File: src/rtl/lc2k_pkg.sv
// lc2k_pkg: shared opcodes, FSM states and datapath select encodings for the LC-2K control unit
package lc2k_pkg;

    localparam logic [2:0] OP_ADD  = 3'd0;
    localparam logic [2:0] OP_NOR  = 3'd1;
    localparam logic [2:0] OP_LW   = 3'd2;
    localparam logic [2:0] OP_SW   = 3'd3;
    localparam logic [2:0] OP_BEQ  = 3'd4;
    localparam logic [2:0] OP_JALR = 3'd5;
    localparam logic [2:0] OP_HALT = 3'd6;
    localparam logic [2:0] OP_NOOP = 3'd7;

    typedef enum logic [2:0] {FETCH, DECODE, EXEC, MEM, WB, HALTED, FAULT} state_e;

    localparam logic [1:0] ALU_ADD = 2'd0;
    localparam logic [1:0] ALU_NOR = 2'd1;
    localparam logic [1:0] ALU_CMP = 2'd2;

    localparam logic [1:0] PC_INC = 2'd0;
    localparam logic [1:0] PC_BR  = 2'd1;
    localparam logic [1:0] PC_REG = 2'd2;

    localparam logic [1:0] WD_ALU = 2'd0;
    localparam logic [1:0] WD_MEM = 2'd1;
    localparam logic [1:0] WD_PC1 = 2'd2;

endpackage

File: src/rtl/mem_wait_timer.sv
// mem_wait_timer: counts consecutive stalled memory cycles and flags the cycle the limit is reached
module mem_wait_timer #(
    parameter int MEM_TIMEOUT = 16
) (
    input  logic clk,
    input  logic reset,
    input  logic req_i,
    input  logic ready_i,
    output logic timeout_o
);
    localparam int W = MEM_TIMEOUT > 1 ? $clog2(MEM_TIMEOUT) : 1;

    logic [W-1:0] cnt_q;
    logic         stall;

    assign stall = req_i && !ready_i;
    // Fires on the MEM_TIMEOUT-th stalled cycle; the FSM lets a same-cycle ready take priority.
    assign timeout_o = (MEM_TIMEOUT > 0) && req_i && (cnt_q == W'(MEM_TIMEOUT - 1));

    always_ff @(posedge clk) begin
        if (reset || !stall) cnt_q <= '0;
        else if (!(&cnt_q)) cnt_q <= cnt_q + 1'b1;
    end

endmodule

File: src/rtl/multicycle_control.sv
// multicycle_control: LC-2K multicycle FSM driving memory, IR, PC, register file and ALU controls
module multicycle_control
    import lc2k_pkg::*;
#(
    parameter int MEM_TIMEOUT = 16
) (
    input  logic        clk,
    input  logic        reset,
    input  logic [2:0]  opcode,
    input  logic        alu_eq,
    input  logic        mem_ready,
    output logic        mem_req,
    output logic        mem_we,
    output logic        mem_addr_sel,
    output logic        ir_write,
    output logic        pc_write,
    output logic [1:0]  pc_src,
    output logic        reg_write,
    output logic        write_reg_sel,
    output logic [1:0]  write_data_sel,
    output logic        alu_src_b,
    output logic [1:0]  alu_op,
    output logic        halted,
    output logic        fault,
    output logic [31:0] instr_count
);
    state_e      state_q, state_d;
    logic [31:0] count_q;
    logic        timeout;

    mem_wait_timer #(.MEM_TIMEOUT(MEM_TIMEOUT)) u_timer (
        .clk      (clk),
        .reset    (reset),
        .req_i    (mem_req),
        .ready_i  (mem_ready),
        .timeout_o(timeout)
    );

    // Strobes are decoded from state and gated by reset so an in-flight access drops immediately.
    always_comb begin
        state_d        = state_q;
        mem_req        = 1'b0;
        mem_we         = 1'b0;
        mem_addr_sel   = 1'b0;
        ir_write       = 1'b0;
        pc_write       = 1'b0;
        pc_src         = PC_INC;
        reg_write      = 1'b0;
        write_reg_sel  = 1'b0;
        write_data_sel = WD_ALU;
        alu_src_b      = 1'b0;
        alu_op         = ALU_ADD;
        if (!reset) begin
            case (state_q)
                FETCH: begin
                    mem_req  = 1'b1;
                    ir_write = mem_ready;
                    state_d  = mem_ready ? DECODE : timeout ? FAULT : FETCH;
                end
                DECODE: begin
                    pc_write = opcode == OP_NOOP;
                    state_d  = opcode == OP_HALT ? HALTED :
                               opcode == OP_JALR ? WB :
                               opcode == OP_NOOP ? FETCH : EXEC;
                end
                EXEC: begin
                    alu_op    = opcode == OP_NOR ? ALU_NOR : opcode == OP_BEQ ? ALU_CMP : ALU_ADD;
                    alu_src_b = opcode == OP_LW || opcode == OP_SW;
                    pc_write  = opcode == OP_BEQ;
                    pc_src    = (opcode == OP_BEQ && alu_eq) ? PC_BR : PC_INC;
                    state_d   = opcode == OP_BEQ ? FETCH : alu_src_b ? MEM : WB;
                end
                MEM: begin
                    mem_req      = 1'b1;
                    mem_addr_sel = 1'b1;
                    mem_we       = opcode == OP_SW;
                    pc_write     = mem_ready && opcode == OP_SW;
                    state_d      = mem_ready ? (opcode == OP_SW ? FETCH : WB) : timeout ? FAULT : MEM;
                end
                WB: begin
                    reg_write      = 1'b1;
                    pc_write       = 1'b1;
                    write_reg_sel  = opcode == OP_ADD || opcode == OP_NOR;
                    write_data_sel = opcode == OP_LW ? WD_MEM : opcode == OP_JALR ? WD_PC1 : WD_ALU;
                    pc_src         = opcode == OP_JALR ? PC_REG : PC_INC;
                    state_d        = FETCH;
                end
                default: state_d = state_q;
            endcase
        end
    end

    always_ff @(posedge clk) begin
        if (reset) begin
            state_q <= FETCH;
            count_q <= '0;
        end else begin
            state_q <= state_d;
            if (pc_write || (state_d == HALTED && state_q != HALTED)) count_q <= count_q + 32'd1;
        end
    end

    assign halted      = state_q == HALTED;
    assign fault       = state_q == FAULT;
    assign instr_count = count_q;

endmodule

File: config.mk
export PLATFORM = sky130hd
export DESIGN_NAME = multicycle_control
export DESIGN_NICKNAME = d
export VERILOG_FILES = /design/src/rtl/lc2k_pkg.sv /design/src/rtl/mem_wait_timer.sv /design/src/rtl/multicycle_control.sv
export SDC_FILE = /design/constraint.sdc
export NUM_CORES = 1
export LEC_CHECK = 0
export BUFFER_PORTS_ARGS = -buffer_cell sky130_fd_sc_hd__buf_2
export CAP_MARGIN = 20
export CORE_UTILIZATION = 33
export CTS_BUF_LIST = sky130_fd_sc_hd__clkbuf_4 sky130_fd_sc_hd__clkbuf_8
export DETAILED_ROUTE_END_ITERATION = 10
export GPL_TIMING_DRIVEN = 0
export PLACE_DENSITY_LB_ADDON = 0.25
export SYNTH_ARGS = -nofsm -noshare
export SYNTH_HDL_FRONTEND = slang
export SYNTH_SLANG_ARGS = --single-unit
File: constraint.sdc
create_clock -name clk -period 3.4 [get_ports clk]
set_input_delay 0.17 -clock clk [delete_from_list [all_inputs] [get_ports clk]]
set_output_delay 0.17 -clock clk [all_outputs]
set_load 0.01 [all_outputs]
==> metrics.yaml, run 1 <==
cts:
  cts_resized: 0
  htreeDepth: 2
  clk_pin_slew_ns: 0.07
  cts_hold_buf: 0
  cts_made_buffers: 5
  cts_tree: "built"
  cts_sinks: 39
  clock_latency_ns: 0.29
  post-cts-setup-buffers: 0
  cts.path.max_buffers: 2
  cts-root-buf: "clkbuf_8"
floorplanning:
  die_x_um: 84.15
  die-height_um: 84.15
  rows: 29
  num_io_pins: 55
  initial_core_util_pct: 34.68
  core_area_um2: 6422
  die_area_um2: 7081
sta:
  relSlewSlack_pct: 63.78
  hold_viol: 0
  rsz0062_at_grt: "no"
  tns_ns: 0
  min_period_ns: 2.762
  final.setup_skew_ns: 0.009916
  setup_viol: 0
  max_freq_mhz: 362.0
  worst_pin_slew_ns: 0.5433
  final_max_slew_viol_count: 0
  min_period_over_period_pct: 81.24
logic_synthesis:
  synth_edf_count: 0
  synth-seq-cells: 39
  yosysWarnings: 0
  yosys.area_share.xor_xnor_pct: 2.360
  syn_avg_cell_area_um2: 8.069
  synthAdderAreaFrac_pct: 1.124
  synthCells: 276
  ys_seq_area_share_pct: 35.06
  synth-main-ff-cell: "dfxtp_1"
  synthDominantCellAreaShare_pct: 35.06
  synth_top_family_by_area: "simple AND/OR/NAND/NOR gates"
  synth_cell_types: 56
  yosys-mux-area-fraction_pct: 0.9551
  yosysTopAreaCell: "dfxtp_1"
  syn_area_um2: 2227
  synth-simple-area-share_pct: 33.09
  synthArstFlopShare_pct: 0
  synth-compound-area-share_pct: 22.81
  ys_top_cells_by_area: "dfxtp_1, a21oi_1, o31ai_1, nand2_1, nor2_1"
  synthesis.nets: 285
placed_design:
  gp_congestion: 0.8169
  io_buffer_count: 54
  dp_hpwl_um: 4100
  dp_cells: 407
setup_path:
  cp.required_ns: 3.55
  worstPathArrival_ns: 2.92
  start_kind: "flip-flop"
  cp_max_fo: 10
  critPathMaxStageDelay_ns: 0.43
  cp-end-kind: "flip-flop"
  criticalPathCategory: "reg -> reg"
  worst_path_max_delay_cell: "a2111oi_0"
  worstPathCellList: "ha_1, and3_1, a2111oi_0, a211oi_1, o221ai_4, nand4b_4, buf_6, clkbuf_1, o31ai_1, a21oi_1"
drt:
  postRouteAntennaNets: 0
  drt_first_pass_iters: 7
  viasPerCell: 5.518
  first_iter_violations: 123
  routed_wl_um: 5593
  vias: 2279
  wire_per_inst_um: 13.54
  remaining_drc_errors: 6
hold_path:
  min_path_type: "in -> reg"
final_layout:
  final_net_count: 346
  drive_gt1_share_pct: 21.73
  mostFrequentLayoutCell: "buf_2"
  final_cell_mix: "buf_2, dfxtp_1, a21oi_1"
  diodes: 0
  synthToLayoutAreaGrowth_pct: 19.89
  fin_cells: 413
  postLayoutCoreUtil_pct: 41.57
power_and_ir_drop:
  power_density_nw_per_um2: 349.4
  p_leak_nw: 1.029
  p_switching_w: 0.0002719
  power_frac_comb_pct: 17.8
  swShare_pct: 29.15
  seq_power_share_pct: 51.0
  power_frac_clock_pct: 31.3
  ir_drop_v: 0.0001985
  power.total_w: 0.0009330
  internal_power_w: 0.0006611
global_routing:
  grt_max_degree: 12
  grt_pass1_vias: 2044
  grtUsageTotal_pct: 16.04
  grt.overflow.total: 0
  grt_pass1_wl_um: 9377
  antenna_found_initial: 0
outcome:
  status: "finished with violations"
  violations: "design-rule violations"
job:
  maxCapViolations: 0
power by group through the flow:
stage / Clock (W) / Combinational (W) / Sequential [W]
floorplan: 0 / 0.000125 / 0.000484
global placement: 0 / 0.000164 / 0.000486
detailed placement: 0 / 0.000165 / 0.000486
CTS: 0.000302 / 0.000166 / 0.000475
global route: 0.000324 / 0.000182 / 0.000477
finish: 0.000292 / 0.000166 / 0.000476
flip-flops by register name, summed over array words and instances, names as in the netlist:
signal	flops
state_q	3
instr_count	32
u_timer.cnt_q	4
per-layer routing:
metal	up-vias	global-route usage [%]	wire length (µm)
met5	-	0	0
met4	0	4.389	59
met3	6	2.950	228
met2	55	25.19	2510
met1	1060	22.58	2795
li1	1158	-	-
critical path, delay by kind of cell (launching register included):
kind	cells	cell delay (ns)
DFF	1	0.35
adders and majority gates	1	0.27
and+or+nand+nor	2	0.36
AOI/OAI and AO/OA	5	1.28
buffers and inverters	2	0.38
kinds of logic after synthesis:
logic type / Yosys count
buffers and inverters: 23
AO/OA/AOI/OAI: 76
adder cells (fa/ha/maj): 2
multiplexers: 2
XOR/XNOR: 6
flip-flops: 39
AND/OR/NAND/NOR: 128
cells in the mapped netlist (2+ instances only):
| master | number |
|---|---|
| dfxtp_1 | 39 |
| a21oi_1 | 27 |
| nand2_1 | 23 |
| nor2_1 | 21 |
| o21ai_0 | 15 |
| nand3_1 | 13 |
| o31ai_1 | 12 |
| or3_1 | 12 |
| clkbuf_1 | 9 |
| or4_1 | 9 |
| inv_1 | 8 |
| nor3_1 | 8 |
| nand4_1 | 7 |
| and3_1 | 6 |
| and2_1 | 5 |
| nor2b_1 | 5 |
| buf_2 | 4 |
| nor3b_1 | 3 |
| o211ai_1 | 3 |
| xnor2_1 | 3 |
| xor2_1 | 3 |
| a211oi_1 | 2 |
| a31oi_1 | 2 |
| ha_1 | 2 |
| nand2b_1 | 2 |
| o311ai_0 | 2 |
| o41ai_1 | 2 |
path summary, 6_finish.rpt:
path                    startpoint              end  slack (ns)  cells after the start
setup / recovery  u_timer.cnt_q[0]  instr_count[25]        0.64                     10
hold / removal               reset   instr_count[4]        0.29                      4
setup reg to reg  u_timer.cnt_q[0]  instr_count[25]        0.64                     10
hold reg to reg    instr_count[31]  instr_count[31]        0.49                      2
cell type report:
cell class	count	area, µm²
clock inverters	1	7.507
well taps	77	96.34
repair buffers	54	270.3
plain buffers	15	72.57
flip-flops and latches	39	780.7
fillers	677	3752
multi-input cells	214	1344
inverters	8	30.03
clock buffers	5	68.82
through the flow:
stage / worst slack [ns] / hold WS, ns / area, µm²
after CTS: 0.6377 / 0.2893 / 2670
final: 0.6377 / 0.2947 / 2670
after global placement: 0.6708 / 0.4850 / 2594
after global routing: 0.4160 / 0.3114 / 2670
after detailed placement: 0.6687 / 0.4889 / 2594
after floorplan: 0.9604 / 0.4028 / 2227
Power figures use the tool's default switching activity.
==> run 2, diff against run 1 <==
clock period = 2.23 ns   (was 3.4 ns; I/O delays follow)
==> run 2 against run 1 <==
- the flow finishes with violations (design-rule violations, negative setup slack)
- hold slack got worse by 0.027 ns
- first-iteration DRC count rose by 9.8%
- worst setup slack got worse by 0.74 ns
- routed wire length rose by 11%
- combinational power rose by 95%
- critical endpoint is now instr_count[22]
==> metrics.yaml, run 2 (same netlist as run 1, synthesis figures left out) <==
outcome:
  status: "finished with violations"
  violations: "design-rule violations, negative setup slack"
global_routing:
  grt.overflow.total: 0
  antenna_found_initial: 0
  grt_max_degree: 13
  grt_pass1_vias: 2144
  grtUsageTotal_pct: 17.02
  grt_pass1_wl_um: 9922
sta:
  finalWorstSetupSlack_ns: -0.1059
  min_period_over_period_pct: 104.8
  max_freq_mhz: 428.1
  worst_pin_slew_ns: 0.5709
  hold_viol: 0
  setup_viol: 19
  min_period_ns: 2.336
  final_max_slew_viol_count: 0
  rsz0062_at_grt: "yes"
  relSlewSlack_pct: 61.94
  final.setup_skew_ns: 0.01225
final_layout:
  final_cell_mix: "buf_2, dfxtp_1, a21oi_1"
  synthToLayoutAreaGrowth_pct: 35.00
  mostFrequentLayoutCell: "buf_2"
  fin_cells: 425
  largest_reg_flops: 32
  diodes: 0
  drive_gt1_share_pct: 35.06
  fillCellCount: 642
  final_net_count: 356
  postLayoutCoreUtil_pct: 46.81
cts:
  htreeDepth: 2
  cts_tree: "built"
  cts-root-buf: "clkbuf_8"
  clk_pin_slew_ns: 0.08
  cts_sinks: 39
  clock_latency_ns: 0.30
  cts.path.max_buffers: 2
  cts_made_buffers: 5
  cts_hold_buf: 0
setup_path:
  critPathMaxStageDelay_ns: 0.48
  cp_max_fo: 5
  cp-end-kind: "flip-flop"
  start_kind: "flip-flop"
  criticalPathCategory: "reg -> reg"
  worst_path_max_delay_cell: "or4b_4"
  worstPathArrival_ns: 2.56
  cp.required_ns: 2.46
  worstPathCellList: "or4b_4, a21boi_2, a31oi_2, o221ai_4, buf_6, nand3_4, or4_4, a21oi_1"
hold_path:
  min_path_type: "in -> reg"
power_and_ir_drop:
  power_frac_comb_pct: 20.8
  p_switching_w: 0.0004736
  swShare_pct: 30.51
  power_frac_clock_pct: 31.9
  ir_drop_v: 0.0002524
  p_leak_nw: 1.148
  seq_power_share_pct: 47.3
  power.total_w: 0.001552
  internal_power_w: 0.001078
  power_density_nw_per_um2: 516.2
drt:
  drt_first_pass_iters: 9
  viasPerCell: 5.572
  postRouteAntennaNets: 0
  routed_wl_um: 6207
  remaining_drc_errors: 6
  vias: 2368
  wire_per_inst_um: 14.60
  first_iter_violations: 135
placed_design:
  dp_cells: 407
  gp_congestion: 0.8130
  dp_hpwl_um: 4113
  io_buffer_count: 54
  place_ws_ns: -0.4039
floorplanning:
  die-height_um: 84.15
  die_area_um2: 7081
  num_io_pins: 55
  rows: 29
  initial_core_util_pct: 34.68
  core_area_um2: 6422
  die_x_um: 84.15
job:
  maxCapViolations: 0
==> run 2: repair_timing <==
action,CTS,global route
resized for setup,34,30
cloned,1,2
pin swaps,12,14
setup endpoints to repair,28,29
buffers inserted,6,1
==> run 2: layer usage <==
| metal | vias to the layer above | wire [µm] | track usage (%) |
|---|---|---|---|
| li1 | 1178 | - | - |
| met1 | 1124 | 2994 | 23.54 |
| met2 | 54 | 2867 | 26.68 |
| met3 | 12 | 219 | 3.245 |
| met4 | 0 | 126 | 5.643 |
| met5 | - | 0 | 0 |
==> run 2: final timing paths <==
check                        from               to  slack (ns)  cells after the start
setup / recovery       state_q[0]  instr_count[22]       -0.11                      8
hold / removal              reset   instr_count[3]        0.27                      4
hold reg to reg   instr_count[31]  instr_count[31]        0.49                      2
setup reg to reg       state_q[0]  instr_count[22]       -0.11                      8
==> run 2: per-stage QoR <==
stage | hold slack [ns] | area (µm²) | TNS, ns
after global placement | 0.4850 | 2614 | -8.419
after global routing | 0.2948 | 3007 | -3.502
after CTS | 0.2626 | 2883 | -0.3889
after detailed placement | 0.4862 | 2614 | -7.923
final | 0.2680 | 3007 | -1.066
after floorplan | 0.3130 | 2247 | 0
==> run 2: layout make-up <==
class / count / area (µm²) / share of cell area, %
Clock inverter: 2 / 12.51 / 0.4161
Multi-Input combinational cell: 215 / 1528 / 50.81
Inverter: 8 / 30.03 / 0.9988
Buffer: 15 / 121.4 / 4.037
Timing Repair Buffer: 63 / 352.8 / 11.74
Clock buffer: 6 / 76.32 / 2.538
Tap cell: 77 / 96.34 / 3.204
Sequential cell: 39 / 789.5 / 26.26
==> run 2: power by group through the flow <==
stage | registers, W | clock network [W] | logic [W]
3_3_place_gp | 0.000742 | 0 | 0.000254
4_1_cts | 0.000732 | 0.000498 | 0.000299
2_1_floorplan | 0.000739 | 0 | 0.000194
3_5_place_dp | 0.000742 | 0 | 0.000255
6_report | 0.000734 | 0.000494 | 0.000323
5_1_grt | 0.000736 | 0.000535 | 0.000348
==> run 2: worst max-delay path: cells and delay by family (launching register included) <==
kind / cells / cell delay (ns)
flops: 1 / 0.35
buf+inv: 1 / 0.17
compound gates: 4 / 0.71
simple gates: 3 / 1.02
==> run 3, diff against run 2 <==
CTS_CLUSTER_DIAMETER = 200   (was default)
PLACE_DENSITY = 0.65   (was default)
PLACE_DENSITY_LB_ADDON = default   (was 0.25)
==> run 3 against run 2 <==
- the flow still finishes with violations (design-rule violations, negative setup slack)
- sequential cell count did not move
- sequential share of layout area rose by 0.63 points
- critical path depth rose by 2
- die area did not move
- via count fell by 1.1%
- clock-buffer cell count did not move
- highest routed layer unchanged
- critical path type unchanged
- global-route usage fell by 0.36 points
- routed wire length fell by 3.9%
- utilization fell by 1.1 points
- critical endpoint is now instr_count[27]
==> metrics.yaml, run 3 (same netlist as run 1, synthesis figures left out) <==
outcome:
  status: "finished with violations"
  violations: "design-rule violations, negative setup slack"
power_and_ir_drop:
  ir_drop_v: 0.0002635
  power_density_nw_per_um2: 510.0
  p_leak_nw: 1.128
global_routing:
  grt_max_degree: 11
  grt_pass1_vias: 2061
  grtUsageTotal_pct: 16.66
  antenna_found_initial: 0
  grt_pass1_wl_um: 9811
  grt.overflow.total: 0
setup_path:
  criticalPathCategory: "reg -> reg"
  critPathBufInv: 2
  worstPathArrival_ns: 2.62
  path_common_cell: "buf_6"
  critPathMaxStageDelay_ns: 0.41
  cp-end-kind: "flip-flop"
  worstPathCellList: "ha_4, and3_4, a2111oi_4, a211oi_2, o221ai_4, buf_6, nand4b_4, buf_6, or4_4, a21oi_2"
  cp_max_fo: 5
  cp_top_family: "compound AO/OA/AOI/OAI gates"
  start_kind: "flip-flop"
  worst_path_max_delay_cell: "or4_4"
  cp.required_ns: 2.45
final_layout:
  synthToLayoutAreaGrowth_pct: 31.85
  largest_reg_flops: 32
  diodes: 0
  final_net_count: 354
  mostFrequentLayoutCell: "buf_2"
  drive_gt1_share_pct: 32.85
  final_cell_mix: "buf_2, dfxtp_1, a21oi_1"
drt:
  first_iter_violations: 78
  vias: 2341
  wire_per_inst_um: 14.17
  routed_wl_um: 5966
  postRouteAntennaNets: 0
  remaining_drc_errors: 10
  drt_first_pass_iters: 9
  viasPerCell: 5.561
cts:
  clock_latency_ns: 0.28
  cts_made_buffers: 5
  cts.path.max_buffers: 2
  htreeDepth: 2
  cts_sinks: 39
  clk_pin_slew_ns: 0.07
  cts-root-buf: "clkbuf_8"
  cts_tree: "built"
sta:
  holdWs_ns: 0.2957
  setup_viol: 26
  min_period_ns: 2.396
  finalWorstSetupSlack_ns: -0.1664
  max_freq_mhz: 417.3
  final_max_slew_viol_count: 0
  worst_pin_slew_ns: 0.5623
  tns_ns: -2.220
  hold_viol: 0
  rsz0062_at_grt: "yes"
  min_period_over_period_pct: 107.5
  final.setup_skew_ns: 0.004330
  relSlewSlack_pct: 62.52
placed_design:
  gp_congestion: 0.8517
  dp_hpwl_um: 4126
  io_buffer_count: 54
job:
  maxCapViolations: 0
floorplanning:
  rows: 29
  die_area_um2: 7081
  die-height_um: 84.15
  die_x_um: 84.15
  core_area_um2: 6422
  initial_core_util_pct: 34.68
  num_io_pins: 55
hold_path:
  min_path_type: "in -> reg"
## run 3: tightest hold or removal path, cell delays in order
cell      delay, ns
buf_2          0.09
inv_1          0.14
o311ai_1       0.13
o41ai_1        0.06
## run 3: cell type report
type	count	area [µm²]
Clock buffer	6	76.32
Buffer	15	101.3
Fill cell	642	3486
Sequential cell	39	789.5
Multi-Input combinational cell	214	1499
Timing Repair Buffer	62	344.1
Inverter	8	30.03
Tap cell	77	96.34
## run 3: what timing repair did
item,CTS,global route
endpoints found under the hold margin,0,0
setup buffers,5,2
endpoints found under the setup margin,28,28
gates cloned,1,0
gates resized for setup,30,23
pin swaps,6,6
hold buffers,0,0
## run 3: worst paths after layout
check	from	endpoint	slack, ns	depth (start not counted)
max	u_timer.cnt_q[1]	instr_count[27]	-0.17	10
min	reset	instr_count[6]	0.30	4
max reg2reg	u_timer.cnt_q[1]	instr_count[27]	-0.17	10
min reg2reg	instr_count[31]	instr_count[31]	0.50	2
## run 3: per-stage QoR
| step | setup WS (ns) | power [W] | utilization, % | cell area (µm²) | cells |
|---|---|---|---|---|---|
| after detailed placement | -0.4205 | 0.0009956 | 40.70 | 2614 | 407 |
| after global routing | -0.2575 | 0.001569 | 45.72 | 2937 | 421 |
| after floorplan | 0.01048 | 0.0009324 | - | 2247 | 276 |
| final | -0.1664 | 0.001498 | 45.72 | 2937 | 421 |
| after CTS | -0.1218 | 0.001502 | 44.18 | 2838 | 419 |
| after global placement | -0.3606 | 0.0009949 | 40.70 | 2614 | 407 |
## run 3: where the power goes
| group | switching (W) | internal (W) | total (W) |
|---|---|---|---|
| Combinational | 0.000179 | 0.000137 | 0.000316 |
| Clock | 0.000228 | 0.000221 | 0.000448 |
| Sequential | 0.0000208 | 0.000712 | 0.000733 |
| Total | 0.000428 | 0.00107 | 0.00150 |
## run 3: routing by layer
layer	track usage, %	part of all wire [%]	vias to the layer above
met1	22.86	48	1121
met5	0	0	-
met2	26.90	47	45
li1	-	-	1170
met4	5.329	1.1	0
met3	2.557	4.2	5
